**src/rtl/add16.sv**
```systemverilog
// Registered WIDTH-bit ripple-carry adder built from gate-level full adders.
// Latency 1 cycle, one operand pair per cycle, no backpressure (in_valid only).
module add16 #(
   parameter int WIDTH = 16
) (
   input  logic             clk,
   input  logic             rst_n,
   input  logic             in_valid,
   input  logic [WIDTH-1:0] a,
   input  logic [WIDTH-1:0] b,
   output logic [WIDTH-1:0] out,
   output logic             cout,
   output logic             out_valid
);

   logic [WIDTH:0]   carry;
   logic [WIDTH-1:0] sum;

   logic [WIDTH-1:0] out_d, out_q;
   logic             cout_d, cout_q;
   logic             out_valid_d, out_valid_q;

   // Bit 0 is a full adder with carry-in tied low, i.e. a half adder.
   assign carry[0] = 1'b0;

   for (genvar i = 0; i < WIDTH; i++) begin : g_fa
      logic p;
      assign p          = a[i] ^ b[i];
      assign sum[i]     = p ^ carry[i];
      assign carry[i+1] = (a[i] & b[i]) | (carry[i] & p);
   end

   always_comb begin
      out_d       = out_q;
      cout_d      = cout_q;
      out_valid_d = in_valid;
      if (in_valid) begin
         out_d  = sum;
         cout_d = carry[WIDTH];
      end
   end

   always_ff @(posedge clk or negedge rst_n) begin
      if (!rst_n) begin
         out_q       <= '0;
         cout_q      <= 1'b0;
         out_valid_q <= 1'b0;
      end else begin
         out_q       <= out_d;
         cout_q      <= cout_d;
         out_valid_q <= out_valid_d;
      end
   end

   assign out       = out_q;
   assign cout      = cout_q;
   assign out_valid = out_valid_q;

endmodule

```
**config.mk**
```make
export PLATFORM = sky130hd
export DESIGN_NAME = add16
export DESIGN_NICKNAME = d
export VERILOG_FILES = /design/src/rtl/add16.sv
export SDC_FILE = /design/constraint.sdc
export NUM_CORES = 1
export LEC_CHECK = 0
export ABC_AREA = 1
export BUFFER_PORTS_ARGS = -buffer_cell sky130_fd_sc_hd__buf_4
export CORE_ASPECT_RATIO = 1.5
export CORE_MARGIN = 8
export CORE_UTILIZATION = 40
export DETAILED_ROUTE_END_ITERATION = 12
export PLACE_DENSITY = 0.75
export SETUP_SLACK_MARGIN = 0.5
export SYNTH_ARGS = -nofsm -noshare
export SYNTH_HDL_FRONTEND = slang
export SYNTH_SLANG_ARGS = --single-unit
```
**constraint.sdc**
```tcl
create_clock -name clk -period 0.8 [get_ports clk]
set_clock_uncertainty 0.2 [all_clocks]
set_input_delay 0.08 -clock clk [delete_from_list [all_inputs] [get_ports clk]]
set_output_delay 0.08 -clock clk [all_outputs]
set_load 0.03 [all_outputs]
```
==> impl_metrics.py, run 1 <==
metrics = {
    "status": {
        "status": "finished, violations left",
        "failed_checks": "hold timing, setup timing",
    },
    "global_routing": {
        "groute.layer.met1.usage_pct": 12.5,
        "grt_use_total_pct": 12.8,
        "grt_use_met3_pct": 2.10,
        "grt_pass1_vias": 1018,
        "wire_length_of_the_first_global_routing_pass_um": 4530,
        "initial_antenna_violation_count": 0,
        "grt_max_degree": 19,
        "overflow": 0,
        "busiest_layer": "met2",
        "global_route.usage.met2_pct": 24.7,
    },
    "min_path": {
        "worst_hold_path_type": "in -> async",
    },
    "power_and_ir_drop": {
        "vdd_drop_max_mv": 1.16,
        "power_report.internal_total_mw": 2.26,
        "power.density_cell_area_nw_per_um2": 1900,
        "total_power_of_the_final_layout_mw": 3.41,
        "power.share.combinational_pct": 43.1,
        "power.switching_mw": 1.15,
        "clock_power_share_pct": 21.7,
        "power_leakage_nw": 0.892,
        "switching_share_pct": 33.6,
        "power_frac_seq_pct": 35.2,
    },
    "die": {
        "initial_core_util_pct": 40.8,
        "floorplan.die.width_um": 58.0,
        "placement_rows": 23,
        "core_area_um2": 2590,
        "die-area_um2": 4570,
        "count_of_boundary_i_o_pins": 53,
        "floorplan.die.height_um": 78.9,
    },
    "clock_network": {
        "cts-htree-levels": 1,
        "tritoncts": "yes",
        "clk_transition_reported_paths_ns": 0.07,
        "numClockSinks": 18,
        "insertion_delay_ns": 0.25,
        "clock-root-buffer": "clkbuf_8",
        "cts_inserted_buffers": 3,
        "cts_max_path_buffers": 2,
    },
    "layout": {
        "final_net_count": 216,
        "final_design_area_no_fill_um2": 1800,
        "area_growth_pct": 70.1,
        "instances_no_fill": 189,
        "fillers": 182,
        "storage_cell_area_um2": 472,
        "multi_input_area_um2": 577,
        "layout-drive-gt1-share_pct": 71.3,
        "n_antenna_cell": 0,
    },
    "timing": {
        "rsz_0062_raised_after_global_routing": "true",
        "achievable_freq_mhz": 174,
        "slew-limit-headroom_pct": 84.7,
        "hold_viol_final": 36,
        "fin_worst_hold_slack_ns": -0.518,
        "final-max-slew-violation-count": 0,
        "period_share_pct": 718,
        "worst-slew-pin-transition_ns": 0.230,
        "final_period_minus_worst_setup_slack_ns": 5.75,
        "post-route-worst-setup-slack_ns": -4.95,
        "report.final.setup_viol": 35,
    },
    "synthesis": {
        "synth_enable_flop_cells": 0,
        "synthFlopType": "dfrtp_1",
        "yosysTopAreaCell": "dfrtp_1",
        "synth_fp_nets": 150,
        "yosysUniqueCellTypes": 10,
        "yosys.cell_count.top_type": "nand2_1",
        "synth_top_area_share_pct": 42.7,
        "synth_top_cells_by_count": "nand2_1 (46), dfrtp_1 (18), fa_1 (15), inv_1 (10), nand2_2 (5)",
        "avgSynthCellArea_um2": 10.7,
        "synthesis.instances": 99,
        "synth_seq_area_share_pct": 42.7,
        "synthesis.area_um2": 1060,
        "yosys_register_bits": 18,
        "synthArstFlopShare_pct": 100,
        "synth_area_leaders": "dfrtp_1 (43%), fa_1 (28%), nand2_1 (16%)",
        "synth.yosys.warnings": 0,
    },
    "drt": {
        "detail_route.vias_per_cell": 4.63,
        "dr.pass1.iters": 4,
        "routed_wl_um": 2740,
        "first_iter_violations": 13,
        "route.vias.total": 875,
        "routed_wire_length_per_instance_um": 14.5,
        "antenna_left": 0,
        "remaining_drc_errors": 0,
    },
    "placement": {
        "placed_instance_area_um2": 1550,
        "gp_congestion": 0.714,
        "place.detailed.instances": 175,
        "port-buffer-count": 52,
        "hpwl_reported_at_the_end_of_detailed_placement_um": 2090,
    },
    "worst_setup_path": {
        "library_cell_appearing_most_often_on_the_critical_path": "fa_2",
        "required_ns": 0.79,
        "critical_path_depth": 23,
        "worst-setup-path-type": "in -> reg",
        "cp_top_family": "adder cells",
        "ff2ff_path_depth": 4,
        "ordered_list_of_cells_on_the_worst_path": "buf_6 > ha_4 > inv_2 > fa_2 > inv_2 > fa_2 > fa_2 > fa_2 > fa_2 > fa_2 > fa_2 > fa_2 > fa_2 > fa_2 > fa_2 > fa_2 > fa_2 > fa_2 > inv_2 > fa_2 > inv_2 > nand2_2 > nand2_1",
        "worst-path-max-fanout": 1,
        "largest_stage_delay_on_the_critical_path_ns": 0.42,
        "critical_path.slowest_cell": "fa_2",
        "worst_setup_path_end_kind": "register",
        "arrival_ns": 5.74,
        "cp_num_buf_inv": 5,
        "setup.worst_path.start_class": "input port",
    },
    "job": {
        "max_cap_viol_count": 0,
    },
}
==> metrics by stage <==
stage          worst slack (ns)  util, %  TNS (ns)
2_1_floorplan             -4.96        -    -43.75
3_3_place_gp              -5.21     59.8    -47.37
3_5_place_dp              -5.29     59.8    -48.27
4_1_cts                   -4.97     68.1    -47.76
5_1_grt                   -5.08     69.4    -49.23
6_report                  -4.95     69.4    -47.61
==> per-layer routing <==
metal / routed length, µm / vias to the layer above / share of wire (%)
met5: 0 / - / 0
met4: 57 / 0 / 2.1
met3: 116 / 4 / 4.2
met2: 1650 / 26 / 60
met1: 918 / 429 / 33
li1: - / 416 / -
==> worst reg2reg max path: cells and delay by family, from the launching register on <==
| kind | cells | cell delay, ns |
|---|---|---|
| flip-flops | 1 | 0.41 |
| buffers and inverters | 2 | 0.25 |
| AND/OR/NAND/NOR | 2 | 0.09 |
==> layout make-up <==
cell class | count | area share, %
repair buffers | 64 | 34.1
multi-input cells | 67 | 32.1
flip-flops and latches | 18 | 26.3
clock buffers | 4 | 3.06
inverters | 11 | 2.72
well taps | 25 | 1.74
==> power by group through the flow <==
stage / registers, mW / clock network (mW) / logic, mW
3_5_place_dp: 1.20 / 0 / 1.20
5_1_grt: 1.22 / 0.813 / 1.58
3_3_place_gp: 1.19 / 0 / 1.16
2_1_floorplan: 1.51 / 0 / 0.342
6_report: 1.20 / 0.741 / 1.47
4_1_cts: 1.20 / 0.757 / 1.42
==> path summary, 6_finish.rpt <==
path	startpoint	endpoint	slack (ns)
max in group asynchronous	rst_n	out[13]$_DFFE_PN0P_	0.71
min in group clk	in_valid	out_valid$_DFF_PN0_	-0.11
hold reg to reg	out[2]$_DFFE_PN0P_	out[2]$_DFFE_PN0P_	0.30
setup / recovery	a[0]	out[15]$_DFFE_PN0P_	-4.95
setup reg to reg	out[5]$_DFFE_PN0P_	out[5]$_DFFE_PN0P_	-0.26
hold / removal	rst_n	out[11]$_DFFE_PN0P_	-0.52
==> repair_timing <==
| item | in CTS | in global routing |
|---|---|---|
| buffers inserted | 6 | 3 |
| endpoints found under the hold margin | 36 | 36 |
| gates resized for setup | 25 | 6 |
| gates cloned | 1 | 0 |
| pin swaps | 3 | 5 |
| setup endpoints to repair | 36 | 36 |
==> registers in the layout, summed over array words and instances, names as in the netlist <==
signal and count:
cout 1, out 16, out_valid 1
==> cell usage in the layout, fill, tap and decap left out <==
master / synthesis / routed
buf_12: 0 / 3
buf_16: 0 / 1
buf_4: 0 / 40
buf_6: 1 / 20
clkbuf_8: 1 / 4
dfrtp_1: 18 / 1
dfrtp_2: 0 / 17
fa_2: 0 / 15
ha_4: 0 / 1
inv_1: 10 / 4
inv_2: 0 / 6
inv_8: 1 / 1
nand2_1: 46 / 42
nand2_2: 5 / 9
==> logic make-up after synthesis <==
| kind of cell | Yosys count | synth area share (%) |
|---|---|---|
| flip-flops | 18 | 42.7 |
| adder cells (fa/ha/maj) | 16 | 29.6 |
| AND/OR/NAND/NOR | 51 | 19.3 |
| buffers and inverters | 14 | 8.41 |
(Power assumes the default switching activity.)
==> inputs of run 2 (changes only) <==
--- a/config.mk
+++ b/config.mk
@@ -11,7 +11,7 @@
 export CORE_MARGIN = 8
 export CORE_UTILIZATION = 40
 export DETAILED_ROUTE_END_ITERATION = 12
-export PLACE_DENSITY = 0.75
+export PLACE_DENSITY = 0.72
 export SETUP_SLACK_MARGIN = 0.5
 export SYNTH_ARGS = -nofsm -noshare
 export SYNTH_HDL_FRONTEND = slang
==> constraint.sdc (replaced) <==
create_clock -name clk -period 6.7 [get_ports clk]
set_clock_uncertainty 0.2 [all_clocks]
set_input_delay 0.67 -clock clk [delete_from_list [all_inputs] [get_ports clk]]
set_output_delay 0.67 -clock clk [all_outputs]
set_load 0.03 [all_outputs]
==> run 2 against run 1 <==
- wire length down 7.4%
- non-clock buffer count down 12
- final area down 14%
- first-iteration DRC count up 31%
- clock-buffer cell count unchanged
- worst hold slack better by 0.59 ns
- the run now ends clean
- flip-flop and latch count unchanged
- highest routed layer unchanged
- largest cell class is now multi-input gates
==> impl_metrics.py, run 2 (same netlist as run 1, synthesis figures left out) <==
metrics = {
    "status": {
        "status": "finished clean",
    },
    "worst_setup_path": {
        "largest_stage_delay_on_the_critical_path_ns": 0.43,
        "arrival_ns": 6.39,
        "setup.worst_path.start_class": "input port",
        "worst-path-max-fanout": 1,
        "crit-reg2reg-capture": "out[12]$_DFFE_PN0P_",
        "worst_setup_path_end_kind": "register",
        "cp_num_buf_inv": 5,
        "ff2ff_path_depth": 2,
        "required_ns": 6.69,
        "library_cell_appearing_most_often_on_the_critical_path": "fa_2",
        "r2r-start": "out[12]$_DFFE_PN0P_",
        "ordered_list_of_cells_on_the_worst_path": "buf_6 > ha_4 > inv_2 > fa_2 > inv_2 > fa_2 > fa_2 > fa_2 > fa_2 > fa_2 > fa_2 > fa_2 > fa_2 > fa_2 > fa_2 > fa_2 > fa_2 > fa_2 > inv_2 > fa_2 > inv_1 > nand2_1 > nand2_1",
        "critical_path.slowest_cell": "fa_2",
        "reg2reg_setup_slack_ns": 5.88,
        "worst-setup-path-type": "in -> reg",
        "cp_top_family": "adder cells",
    },
    "timing": {
        "final_period_minus_worst_setup_slack_ns": 6.39,
        "rsz_0062_raised_after_global_routing": "true",
        "final-max-slew-violation-count": 0,
        "slew-limit-headroom_pct": 84.9,
        "period_share_pct": 95.4,
        "achievable_freq_mhz": 156,
        "fin_worst_hold_slack_ns": 0.0731,
        "hold_viol_final": 0,
        "timing.setup.tns_ns": 0,
        "worst-slew-pin-transition_ns": 0.227,
        "report.final.setup_viol": 0,
    },
    "global_routing": {
        "busiest_layer": "met2",
        "grt_max_degree": 20,
        "initial_antenna_violation_count": 0,
        "grt_pass1_vias": 920,
        "grt_use_met3_pct": 3.07,
        "overflow": 0,
        "wire_length_of_the_first_global_routing_pass_um": 4240,
        "groute.layer.met1.usage_pct": 11.2,
        "global_route.usage.met2_pct": 22.8,
        "grt_use_total_pct": 12.0,
    },
    "die": {
        "placement_rows": 23,
        "die-area_um2": 4570,
        "core_area_um2": 2590,
        "count_of_boundary_i_o_pins": 53,
        "floorplan.die.height_um": 78.9,
        "floorplan.die.width_um": 58.0,
        "initial_core_util_pct": 40.8,
    },
    "clock_network": {
        "cts-htree-levels": 1,
        "clock-root-buffer": "clkbuf_8",
        "insertion_delay_ns": 0.25,
        "cts_max_path_buffers": 2,
        "cts_inserted_buffers": 3,
        "tritoncts": "yes",
        "clk_transition_reported_paths_ns": 0.06,
        "numClockSinks": 18,
    },
    "drt": {
        "first_iter_violations": 17,
        "routed_wire_length_per_instance_um": 14.3,
        "routed_wl_um": 2540,
        "detail_route.vias_per_cell": 4.54,
        "remaining_drc_errors": 0,
        "antenna_left": 0,
        "route.vias.total": 803,
        "dr.pass1.iters": 4,
    },
    "power_and_ir_drop": {
        "power.density_cell_area_nw_per_um2": 235,
        "power_leakage_nw": 0.811,
        "total_power_of_the_final_layout_mw": 0.364,
        "vdd_drop_max_mv": 0.130,
    },
    "placement": {
        "port-buffer-count": 52,
        "gp_congestion": 0.685,
        "placed_instance_area_um2": 1470,
        "hpwl_reported_at_the_end_of_detailed_placement_um": 2070,
    },
    "layout": {
        "final_util_pct": 59.9,
        "fillers": 223,
        "area_growth_pct": 46.8,
        "layout-drive-gt1-share_pct": 53.9,
        "layout_commonest_cell": "buf_4",
        "n_antenna_cell": 0,
        "largest_register_ff_count": 16,
        "final_design_area_no_fill_um2": 1550,
        "highest_count_cells_in_the_layout_ignoring_fill_and_taps": "buf_4 (50), nand2_1 (46), dfrtp_1 (18), fa_2 (15), inv_1 (6)",
        "final_net_count": 204,
    },
    "min_path": {
        "worst_hold_path_type": "in -> async",
    },
    "job": {
        "max_cap_viol_count": 0,
    },
}
-- run 2: cell count changes in the layout (fill, tap and decap cells not counted), sizes merged --
cell / previous run / this run
buf: 64 / 52
-- run 2: repair_timing --
item                                   CTS  global route
endpoints found under the hold margin    0             0
pin swaps                                2             3
resized for setup                        7             4
buffers inserted                         0             0
gates cloned                             0             0
hold buffers                             0             0
setup endpoints to repair                2             3
-- run 2: worst max path at each step --
stage | depth (start not counted) | end | from
2_1_floorplan | 22 | out[15]$_DFFE_PN0P_ | a[0]
3_3_place_gp | 23 | out[15]$_DFFE_PN0P_ | a[0]
3_5_place_dp | 23 | out[15]$_DFFE_PN0P_ | a[0]
4_1_cts | 23 | out[15]$_DFFE_PN0P_ | a[0]
5_1_grt | 23 | out[15]$_DFFE_PN0P_ | b[0]
6_report | 23 | out[15]$_DFFE_PN0P_ | a[0]
-- run 2: power breakdown --
group,total (mW),switching (mW),internal [mW]
Combinational,0.139,0.0801,0.0590
Sequential,0.138,0.0107,0.127
Clock,0.0869,0.0347,0.0522
-- run 2: worst register-to-register path, delay by kind of cell, from the launching register on --
kind	cells	cell delay [ns]
AND/OR/NAND/NOR	2	0.11
flip-flops	1	0.40
-- run 2: per-layer routing --
metal / vias up / wire (µm)
met5: - / 0
met4: 0 / 61
met3: 4 / 160
met2: 25 / 1550
met1: 384 / 763
li1: 390 / -
-- run 2: final cells by class --
class	count	area, µm²	share of cell area (%)
clock buffer	4	55.1	3.55
inverter	11	48.8	3.15
timing repair buffer	52	398	25.7
sequential	18	450	29.1
tap	25	31.3	2.02
multi-input combinational	67	567	36.6
-- run 2: through the flow --
stage               worst slack, ns  std cells
CTS                           0.271        177
global route                  0.191        177
detailed placement          -0.0353        173
global placement             0.0407        173
finish                        0.307        177
floorplan                     0.304         99
